**src/rtl/ddr_port_arbiter_pkg.sv**
```systemverilog
// ddr_port_arbiter_pkg: shared encodings and widths for the DDR port arbiter slice
package ddr_port_arbiter_pkg;
  localparam int ADDR_W = 24;
  localparam int DATA_W = 32;
  localparam int BE_W = 4;
  localparam logic [1:0] IDLE = 2'b00;
  localparam logic [1:0] WR_GNT = 2'b01;
  localparam logic [1:0] RD_GNT = 2'b10;
  typedef enum logic {OWNER_WR = 1'b0, OWNER_RD = 1'b1} owner_e;
endpackage

```
**src/rtl/ddr_port_arbiter_if.sv**
```systemverilog
// ddr_port_arbiter_if: record/replay requester ports plus the DDR bridge port
interface ddr_port_arbiter_if;
  import ddr_port_arbiter_pkg::*;
  logic wr_req;
  logic [ADDR_W-1:0] wr_address;
  logic [DATA_W-1:0] wr_writedata;
  logic [BE_W-1:0] wr_byteenable;
  logic wr_waitrequest;
  logic rd_req;
  logic [ADDR_W-1:0] rd_address;
  logic rd_waitrequest;
  logic rd_readdatavalid;
  logic [DATA_W-1:0] rd_readdata;
  logic [ADDR_W-1:0] ddr_address;
  logic ddr_write;
  logic [DATA_W-1:0] ddr_writedata;
  logic [BE_W-1:0] ddr_byteenable;
  logic ddr_read;
  logic ddr_waitrequest;
  logic ddr_readdatavalid;
  logic [DATA_W-1:0] ddr_readdata;
  modport slave (
    input wr_req, wr_address, wr_writedata, wr_byteenable, rd_req, rd_address,
          ddr_waitrequest, ddr_readdatavalid, ddr_readdata,
    output wr_waitrequest, rd_waitrequest, rd_readdatavalid, rd_readdata,
           ddr_address, ddr_write, ddr_writedata, ddr_byteenable, ddr_read
  );
  modport master (
    output wr_req, wr_address, wr_writedata, wr_byteenable, rd_req, rd_address,
           ddr_waitrequest, ddr_readdatavalid, ddr_readdata,
    input wr_waitrequest, rd_waitrequest, rd_readdatavalid, rd_readdata,
          ddr_address, ddr_write, ddr_writedata, ddr_byteenable, ddr_read
  );
endinterface

```
**src/rtl/ddr_outstanding_counter.sv**
```systemverilog
// ddr_outstanding_counter: saturating in-flight read counter with full flag and sticky underflow
module ddr_outstanding_counter #(
  parameter int MAX = 8,
  parameter int W = 8
) (
  input  logic SYS_CLOCK,
  input  logic SYS_RESET,
  input  logic inc,
  input  logic dec,
  output logic [W-1:0] count,
  output logic full,
  output logic err_underflow
);
  assign full = count >= MAX[W-1:0];
  always_ff @(posedge SYS_CLOCK or negedge SYS_RESET)
    if (!SYS_RESET) begin
      count <= '0;
      err_underflow <= 1'b0;
    end else if (inc && !dec) begin
      count <= count + 1'b1;
    end else if (dec && !inc) begin
      count <= count == '0 ? '0 : count - 1'b1;
      err_underflow <= err_underflow | (count == '0);
    end
endmodule

```
**src/rtl/ddr_port_arbiter.sv**
```systemverilog
// ddr_port_arbiter: shares one DDR3 Avalon-MM port between record writes and replay reads
module ddr_port_arbiter
  import ddr_port_arbiter_pkg::*;
#(
  parameter int GRANT_MAX = 16,
  parameter int MAX_OUTSTANDING = 8
) (
  input  logic SYS_CLOCK,
  input  logic SYS_RESET,
  ddr_port_arbiter_if.slave bus,
  output logic [1:0] grant,
  output logic [7:0] rd_outstanding,
  output logic err_underflow
);
  logic [1:0] state, state_nx;
  logic [7:0] quota;
  owner_e last_owner;
  logic rd_full, wr_cmd, rd_cmd, acc, quota_hit;
  assign wr_cmd = state == WR_GNT && bus.wr_req;
  assign rd_cmd = state == RD_GNT && bus.rd_req && !rd_full;
  assign acc = (wr_cmd || rd_cmd) && !bus.ddr_waitrequest;
  assign quota_hit = acc && quota == 8'(GRANT_MAX - 1);
  assign grant = state;
  assign bus.ddr_write = wr_cmd;
  assign bus.ddr_read = rd_cmd;
  assign bus.ddr_address = state == RD_GNT ? bus.rd_address : bus.wr_address;
  assign bus.ddr_writedata = bus.wr_writedata;
  assign bus.ddr_byteenable = bus.wr_byteenable;
  assign bus.wr_waitrequest = state == WR_GNT ? bus.ddr_waitrequest : 1'b1;
  assign bus.rd_waitrequest = state == RD_GNT ? bus.ddr_waitrequest | rd_full : 1'b1;
  assign bus.rd_readdatavalid = bus.ddr_readdatavalid;
  assign bus.rd_readdata = bus.ddr_readdata;
  // A stalled command never accepts, so quota_hit cannot fire and the grant holds
  always_comb
    state_nx = state == WR_GNT ? (!bus.wr_req ? IDLE : quota_hit && bus.rd_req ? RD_GNT : WR_GNT) :
               state == RD_GNT ? (!bus.rd_req ? IDLE : (quota_hit || rd_full) && bus.wr_req ? WR_GNT : RD_GNT) :
               bus.rd_req && bus.wr_req ? (last_owner == OWNER_WR ? RD_GNT : WR_GNT) :
               bus.rd_req ? RD_GNT : bus.wr_req ? WR_GNT : IDLE;
  always_ff @(posedge SYS_CLOCK or negedge SYS_RESET)
    if (!SYS_RESET) begin
      state <= IDLE;
      quota <= '0;
      last_owner <= OWNER_WR;
    end else begin
      state <= state_nx;
      quota <= state_nx != state || quota_hit ? '0 : quota + 8'(acc);
      last_owner <= state == RD_GNT ? OWNER_RD : state == WR_GNT ? OWNER_WR : last_owner;
    end
  ddr_outstanding_counter #(.MAX(MAX_OUTSTANDING), .W(8)) u_outstanding (
    .SYS_CLOCK(SYS_CLOCK),
    .SYS_RESET(SYS_RESET),
    .inc(rd_cmd && !bus.ddr_waitrequest),
    .dec(bus.ddr_readdatavalid),
    .count(rd_outstanding),
    .full(rd_full),
    .err_underflow(err_underflow)
  );
endmodule

```
**src/flat_wrapper.sv**
```systemverilog
// flat-port wrapper written by rule: the top's interface ports become plain ports
module ddr_port_arbiter_flat import ddr_port_arbiter_pkg::*;
#(
  parameter int GRANT_MAX = 16,
  parameter int MAX_OUTSTANDING = 8
)
  (SYS_CLOCK, SYS_RESET, grant, rd_outstanding, err_underflow, bus_wr_req, bus_wr_address, bus_wr_writedata, bus_wr_byteenable, bus_rd_req, bus_rd_address, bus_ddr_waitrequest, bus_ddr_readdatavalid, bus_ddr_readdata, bus_wr_waitrequest, bus_rd_waitrequest, bus_rd_readdatavalid, bus_rd_readdata, bus_ddr_address, bus_ddr_write, bus_ddr_writedata, bus_ddr_byteenable, bus_ddr_read);
  ddr_port_arbiter_if bus_i ();
  input  logic SYS_CLOCK;
  input  logic SYS_RESET;
  output logic [1:0] grant;
  output logic [7:0] rd_outstanding;
  output logic err_underflow;
  input wire logic [$bits(bus_i.wr_req)-1:0] bus_wr_req;
  input wire logic [$bits(bus_i.wr_address)-1:0] bus_wr_address;
  input wire logic [$bits(bus_i.wr_writedata)-1:0] bus_wr_writedata;
  input wire logic [$bits(bus_i.wr_byteenable)-1:0] bus_wr_byteenable;
  input wire logic [$bits(bus_i.rd_req)-1:0] bus_rd_req;
  input wire logic [$bits(bus_i.rd_address)-1:0] bus_rd_address;
  input wire logic [$bits(bus_i.ddr_waitrequest)-1:0] bus_ddr_waitrequest;
  input wire logic [$bits(bus_i.ddr_readdatavalid)-1:0] bus_ddr_readdatavalid;
  input wire logic [$bits(bus_i.ddr_readdata)-1:0] bus_ddr_readdata;
  output wire logic [$bits(bus_i.wr_waitrequest)-1:0] bus_wr_waitrequest;
  output wire logic [$bits(bus_i.rd_waitrequest)-1:0] bus_rd_waitrequest;
  output wire logic [$bits(bus_i.rd_readdatavalid)-1:0] bus_rd_readdatavalid;
  output wire logic [$bits(bus_i.rd_readdata)-1:0] bus_rd_readdata;
  output wire logic [$bits(bus_i.ddr_address)-1:0] bus_ddr_address;
  output wire logic [$bits(bus_i.ddr_write)-1:0] bus_ddr_write;
  output wire logic [$bits(bus_i.ddr_writedata)-1:0] bus_ddr_writedata;
  output wire logic [$bits(bus_i.ddr_byteenable)-1:0] bus_ddr_byteenable;
  output wire logic [$bits(bus_i.ddr_read)-1:0] bus_ddr_read;
  assign bus_i.wr_req = bus_wr_req;
  assign bus_i.wr_address = bus_wr_address;
  assign bus_i.wr_writedata = bus_wr_writedata;
  assign bus_i.wr_byteenable = bus_wr_byteenable;
  assign bus_i.rd_req = bus_rd_req;
  assign bus_i.rd_address = bus_rd_address;
  assign bus_i.ddr_waitrequest = bus_ddr_waitrequest;
  assign bus_i.ddr_readdatavalid = bus_ddr_readdatavalid;
  assign bus_i.ddr_readdata = bus_ddr_readdata;
  assign bus_wr_waitrequest = bus_i.wr_waitrequest;
  assign bus_rd_waitrequest = bus_i.rd_waitrequest;
  assign bus_rd_readdatavalid = bus_i.rd_readdatavalid;
  assign bus_rd_readdata = bus_i.rd_readdata;
  assign bus_ddr_address = bus_i.ddr_address;
  assign bus_ddr_write = bus_i.ddr_write;
  assign bus_ddr_writedata = bus_i.ddr_writedata;
  assign bus_ddr_byteenable = bus_i.ddr_byteenable;
  assign bus_ddr_read = bus_i.ddr_read;
  ddr_port_arbiter #(.GRANT_MAX(GRANT_MAX), .MAX_OUTSTANDING(MAX_OUTSTANDING)) u_core (.SYS_CLOCK(SYS_CLOCK), .SYS_RESET(SYS_RESET), .bus(bus_i), .grant(grant), .rd_outstanding(rd_outstanding), .err_underflow(err_underflow));
endmodule
```
**config.mk**
```make
export PLATFORM = sky130hd
export DESIGN_NAME = ddr_port_arbiter_flat
export DESIGN_NICKNAME = d
export VERILOG_FILES = /design/src/rtl/ddr_port_arbiter_pkg.sv /design/src/rtl/ddr_port_arbiter_if.sv /design/src/rtl/ddr_outstanding_counter.sv /design/src/rtl/ddr_port_arbiter.sv /design/src/flat_wrapper.sv
export SDC_FILE = /design/constraint.sdc
export NUM_CORES = 1
export LEC_CHECK = 0
export CORE_ASPECT_RATIO = 0.5
export CORE_MARGIN = 2
export CORE_UTILIZATION = 28
export DETAILED_ROUTE_END_ITERATION = 16
export GPL_ROUTABILITY_DRIVEN = 0
export GPL_TIMING_DRIVEN = 0
export PLACE_DENSITY = 0.79
export SETUP_SLACK_MARGIN = 0.5
export SYNTH_ARGS = -nofsm -noshare
export SYNTH_HDL_FRONTEND = slang
export SYNTH_HIERARCHICAL = 1
export SYNTH_SLANG_ARGS = --single-unit
```
**constraint.sdc**
```tcl
create_clock -name SYS_CLOCK -period 2.75 [get_ports SYS_CLOCK]
set_input_delay 0.4125 -clock SYS_CLOCK [delete_from_list [all_inputs] [get_ports SYS_CLOCK]]
set_output_delay 0.4125 -clock SYS_CLOCK [all_outputs]
set_load 0.005 [all_outputs]
```
==> metrics.cfg, run 1 <==
[synth]
synth_edf_count = 0
synth_top_flop_cell = dfrtp_1
synthArstFlopShare = 1.00
syn_area_mm2 = 0.00239
synth.distinct_cells = 55
synth.net_count = 396
syn_area_per_cell_um2 = 9.03
synthCells = 265
yosysWarnings = 6
ys_ff_latch = 20
ys_seq_area_frac = 0.209

[detailed_routing]
drt-total-wl_um = 8810
firstDrtPassIters = 5
routed_via_density = 4.66
drtAntennaViolNets = 0
remaining_drc_errors = 0
drt_iter0_markers = 255
vias = 2672
wire_per_inst_um = 15.4

[final_layout]
layout-drive-gt1-share = 0.399
layout.nets = 593
fill_cells = 674
area_growth_pct = 97.4
antenna_cells = 0
final_core_util = 0.580

[die]
rows = 23
design.core.area_mm2 = 0.00814
die_area_mm2 = 0.00934
initial_core_util = 0.294
dieWidth_um = 135
ios = 230
die_h_um = 69.4

[place]
portBuffers = 161
dp_hpwl_um = 6100

[timing]
max_freq_ghz = 0.378
tns_ns = 0
rsz0062_at_grt = yes
drv_slew = 0
tightestPinTransition_ns = 0.959
hold_viol_final = 0
skew_ns = 0.00292
setup_violations = 0
period_share = 0.962
slew_headroom = 0.359
fin_crit_ns = 2.64

[global_route]
grt_pass1_vias = 2748
antenna_found_initial = 0
grt_max_degree = 21
track_usage = 0.176
grt_overflow = 0
grt_pass1_wl_um = 13600

[setup_path]
arrival_ns = 2.84
cp-start-kind = flop
crit_path_cell_trace = buf_6 -> nor3_4 -> or3b_4 -> or2_4 -> nor2_4 -> inv_2 -> ha_4 -> buf_8 -> or4_1 -> nor2_1 -> a221o_1
end_kind = flop
cpMaxStageDelayCell = or4_1
critPathBufInv = 3
path_delay_family = simple AND/OR/NAND/NOR gates
path_class = flop to flop
cp.required_ns = 2.94
slowest_delay_ns = 0.46
critical_path.max_fanout = 4

[cts]
clkLatencyLatePin_ns = 0.25
cts_tree = done
numCtsBuffers = 3
path_clk_slew_ns = 0.06
ctsRootBufferMaster = clkbuf_16
cts_sinks = 20
clock_path_buffers = 2
htree_levels = 1

[pwr]
power.leakage_nw = 1.95
p_per_area_mw_per_mm2 = 533
vdd_drop_max_uv = 330

[flow_run]
cap_violations = 0

[worst_hold_path]
hold_class = flop to flop

[status]
outcome = complete, no violations

[report_power, final]
part           switching (W)  total, W  internal (W)  leakage [nW]
sequential          0.000118  0.000493      0.000375         0.256
clock               0.000118  0.000407      0.000289        0.0511
combinational       0.000651   0.00162      0.000966          1.65
total               0.000887   0.00252       0.00163          1.95
[layer usage]
metal,vias up,wire length [um],global-route usage,share of wire
met4,0,134,0.0386,0.015
li1,1271,-,-,-
met1,1267,3330,0.204,0.38
met3,16,461,0.0285,0.052
met5,-,0,0,0
met2,118,4880,0.337,0.55
[kinds of logic (layout without fill, tap and decap cells)]
group | after synthesis | in the layout | synth area share
xor gates and xnor gates | 7 | 7 | 0.0256
DFF | 20 | 20 | 0.209
adders and majority gates | 9 | 9 | 0.0471
and+or+nand+nor | 73 | 73 | 0.196
muxes | 29 | 29 | 0.137
buffers and inverters | 93 | 289 | 0.266
AOI/OAI and AO/OA | 34 | 34 | 0.120
[stage by stage]
stage	instances	worst slack (ns)	hold slack, ns	power (W)	area, um^2
detailed placement	538	-0.0650	0.465	0.00181	4200
finish	573	0.106	0.475	0.00252	4720
CTS	560	0.138	0.478	0.00236	4540
global placement	538	-0.0368	0.457	0.00179	4200
floorplan	265	0.162	0.117	0.00120	2450
global route	573	-0.00904	0.487	0.00265	4720
[placed cells by master, fill, tap and decap left out, drive strengths merged, types with 2 or more instances in the layout]
cell	n
ha	9
a22oi	2
mux2i	3
nor4	10
o21ai	7
nor3	5
xor2	4
and2	2
nand2	14
nor2	6
dfrtp	20
nand4	4
or3b	2
clkdlybuf4s50	158
inv	14
xnor2	3
or4	2
o211ai	2
nand3	11
clkbuf	6
a221oi	3
nand4bb	3
mux2	26
nand2b	3
buf	109
a21oi	7
and3	4
[what timing repair did]
action / in CTS / in global routing
setup buffers: 18 / 13
hold buffers: 0 / 0
setup endpoints to repair: 43 / 44
resized for setup: 34 / 20
pin swaps: 10 / 6
[state kept, by name, summed over array words and instances, names as in the netlist]
signal	count
u_core/last_owner	1
u_core/grant	2
u_core/u_outstanding/count	8
u_core/quota	8
u_core/u_outstanding/err_underflow	1
[cells in the mapped netlist, types with 4 or more instances]
cell      n  area (um^2)
nor3_1    5         25.0
ha_1      9          113
nor4_1   10         62.6
nor2_1    6         22.5
o21ai_0   6         30.0
nand2_1  14         52.6
inv_1    13         48.8
xor2_1    4         35.0
dfrtp_1  20          500
mux2_2   25          282
buf_4    69          518
nand3_1  11         55.1
a21oi_1   7         35.0
buf_2     4         20.0
and3_1    4         25.0
[path summary, 6_finish.rpt]
kind,slack [ns],endpoint,start,depth (start not counted)
max in group asynchronous,1.41,u_core/u_outstanding/count[5],SYS_RESET,1
hold reg to reg,0.48,u_core/u_outstanding/err_underflow,u_core/u_outstanding/err_underflow,1
hold / removal,0.48,u_core/u_outstanding/err_underflow,u_core/u_outstanding/err_underflow,1
min in group asynchronous,0.69,u_core/quota[7],SYS_RESET,1
setup reg to reg,0.11,u_core/u_outstanding/count[6],u_core/u_outstanding/count[4],11
setup / recovery,0.11,u_core/u_outstanding/count[6],u_core/u_outstanding/count[4],11
[final cells by class]
type,count,area (um^2),area share
timing repair buffer,192,1840,0.390
multi-input combinational,152,1440,0.305
buffer,79,636,0.135
sequential,20,504,0.107
tap,112,140,0.0297
clock buffer,3,75.1,0.0159
inverter,14,55.1,0.0117
clock inverter,1,30.0,0.00636
Power figures use the tool's default switching activity.
==> run 2, diff against run 1 <==
CORE_UTILIZATION = 33   (was 28)
PLACE_DENSITY = 0.88   (was 0.79)
clock period = 3.1 ns   (was 2.75 ns; I/O delays follow)
==> run 2 against run 1 <==
Flip-flop and latch count is the same. Combinational power fell by 17%. Clock skew is essentially flat. Count of clock-buffer cells in the layout unchanged. Power shrank 15%. Largest cell class unchanged. Largest power group unchanged.
==> metrics.cfg, run 2 (synthesis gave the netlist of run 1 again) <==
[status]
outcome = complete, no violations

[setup_path]
slowest_delay_ns = 0.40  ; -0.06 ns
r2r_cells = 11  ; unchanged
r2r-end = u_core/quota[4]
arrival_ns = 2.81  ; -0.03 ns
r2r_slack_ns = 0.45  ; +0.34 ns
critical_path.max_fanout = 4  ; unchanged
worstReg2RegStart = u_core/u_outstanding/count[4]
critPathBufInv = 1  ; -2
cp-start-kind = flop
path_delay_family = simple AND/OR/NAND/NOR gates
path_class = flop to flop
crit_path_cell_trace = buf_6 -> nor3_4 -> or3b_4 -> or2_4 -> a21oi_2 -> ha_2 -> ha_4 -> nand3_2 -> xnor2_2 -> nand2_1 -> nor4_2
cpMaxStageDelayCell = dfrtp_1
end_kind = flop
critPathLaunch = u_core/u_outstanding/count[4]
cp.required_ns = 3.25  ; +0.31 ns

[detailed_routing]
remaining_drc_errors = 0  ; unchanged
drt_iter0_markers = 159  ; -38%
routed_via_density = 4.92  ; +5.5%
drt-total-wl_um = 8560  ; -2.9%
firstDrtPassIters = 5  ; unchanged
drtAntennaViolNets = 0  ; unchanged
vias = 2652  ; -0.75%
wire_per_inst_um = 15.9  ; +3.2%

[place]
dp_hpwl_um = 6360  ; +4.3%
portBuffers = 161  ; unchanged

[timing]
max_freq_ghz = 0.377  ; -0.35%
skew_ns = 0.00285  ; -0.0000742 ns
drv_slew = 0  ; unchanged
setup_violations = 0  ; unchanged
tightestPinTransition_ns = 0.946  ; -0.0126 ns
period_share = 0.856  ; -0.106
fin_crit_ns = 2.65  ; +0.00936 ns
tns_ns = 0  ; unchanged
slew_headroom = 0.367  ; +0.00844
rsz0062_at_grt = yes
hold_ws_ns = 0.491  ; +0.0158 ns
hold_viol_final = 0  ; unchanged

[cts]
htree_levels = 1  ; unchanged
clock_path_buffers = 2  ; unchanged
numCtsBuffers = 3  ; unchanged
path_clk_slew_ns = 0.06  ; about the same
cts_sinks = 20  ; unchanged
cts_tree = done
ctsRootBufferMaster = clkbuf_16
hold_buffers = 0  ; unchanged
clkLatencyLatePin_ns = 0.25  ; about the same

[final_layout]
final_core_util = 0.654  ; +0.0741
final_common_cell = clkdlybuf4s50_1
layout.nets = 579  ; -2.4%
antenna_cells = 0  ; unchanged
final_cell_mix = 159 x clkdlybuf4s50_1, 86 x buf_4, 25 x mux2_2
area_growth_pct = 87.5
layout-drive-gt1-share = 0.353  ; -0.0457

[pwr]
p_int_w = 0.00140  ; -14%
comb_power_share = 0.630  ; -0.012
vdd_drop_max_uv = 225  ; -32%
p_switching_w = 0.000729  ; -18%
p_per_area_mw_per_mm2 = 474  ; -11%
switching_share = 0.343  ; -0.00966
p_seq_frac = 0.200  ; +0.004
power_frac_clock = 0.170  ; +0.008
power.leakage_nw = 1.87  ; -4.1%

[die]
design.core.area_mm2 = 0.00686  ; -16%
initial_core_util = 0.349  ; +0.0551
rows = 21  ; -8.7%
die_h_um = 64.2  ; -7.4%
die_area_mm2 = 0.00799  ; -15%
ios = 230  ; unchanged
dieWidth_um = 124  ; -7.7%

[worst_hold_path]
min_to = u_core/u_outstanding/err_underflow
hp-start = u_core/u_outstanding/err_underflow
hold_depth = 1  ; unchanged
hold_class = flop to flop

[global_route]
grt_pass1_wl_um = 12400  ; -8.9%
track_usage = 0.189  ; +0.0132
antenna_found_initial = 0  ; unchanged
grt_pass1_vias = 2525  ; -8.1%
grt_overflow = 0  ; unchanged
grt_max_degree = 21  ; unchanged

[flow_run]
cap_violations = 0  ; unchanged

[run 2: cell types whose count changed in the layout (fill, tap and decap cells not counted), moves of 3 or more]
cell / change
buf_6: -3
o21ai_1: -3
a221oi_1: +3
nor4_1: +3
o21ai_0: +3
a221oi_2: -3
nor4_2: -3
buf_4: -11
[run 2: worst register-to-register path: cells and delay by family, from the launching register on]
kind,cells,cell delay (ns)
AND/OR/NAND/NOR,6,1.31
adder cells (fa/ha/maj),2,0.41
flip-flops,1,0.40
XOR/XNOR,1,0.18
buffers and inverters,1,0.13
AO/OA/AOI/OAI,1,0.12
[run 2: metrics by stage]
stage,cell area (um^2),worst slack [ns],cells,power (W)
after floorplan,2450,0.512,265,0.00106
after global placement,4170,0.272,518,0.00159
after detailed placement,4170,0.215,518,0.00161
after CTS,4380,0.494,531,0.00204
after global routing,4490,0.342,539,0.00224
final,4490,0.446,539,0.00213
[run 2: timing repair]
item,4_1_cts,5_1_grt
endpoints found under the setup margin,30,22
pin swaps,4,8
setup buffers,9,8
resized for setup,13,10
[run 2: power by group through the flow]
stage / logic (W) / registers (W) / clock network (W)
global placement: 0.00116 / 0.000433 / 0
floorplan: 0.000638 / 0.000423 / 0
CTS: 0.00125 / 0.000425 / 0.000364
finish: 0.00134 / 0.000426 / 0.000362
detailed placement: 0.00117 / 0.000434 / 0
global route: 0.00143 / 0.000436 / 0.000377
[run 2: area by class of cell]
| class | count | area, um^2 |
|---|---|---|
| buffer | 79 | 619 |
| clock buffer | 3 | 75.1 |
| clock inverter | 1 | 30.0 |
| fill | 514 | 2370 |
| inverter | 14 | 56.3 |
| multi-input combinational | 152 | 1350 |
| sequential | 20 | 504 |
| tap | 92 | 115 |
| timing repair buffer | 178 | 1740 |
[run 2: worst max-delay path by stage]
stage                                     to  slack, ns  cells past startpoint
6_report                     u_core/quota[4]       0.45                     11
3_3_place_gp   u_core/u_outstanding/count[6]       0.27                      9
5_1_grt                      u_core/quota[4]       0.34                     11
2_1_floorplan  u_core/u_outstanding/count[6]       0.51                     11
4_1_cts        u_core/u_outstanding/count[6]       0.49                     11
3_5_place_dp   u_core/u_outstanding/count[6]       0.22                      9
[run 2: layer usage]
layer  vias to the layer above  part of all wire  track usage
met5                         -                 0            0
met4                         0             0.020       0.0463
met3                        23             0.054       0.0260
met2                       149              0.54        0.365
met1                      1240              0.39        0.223
li1                       1240                 -            -
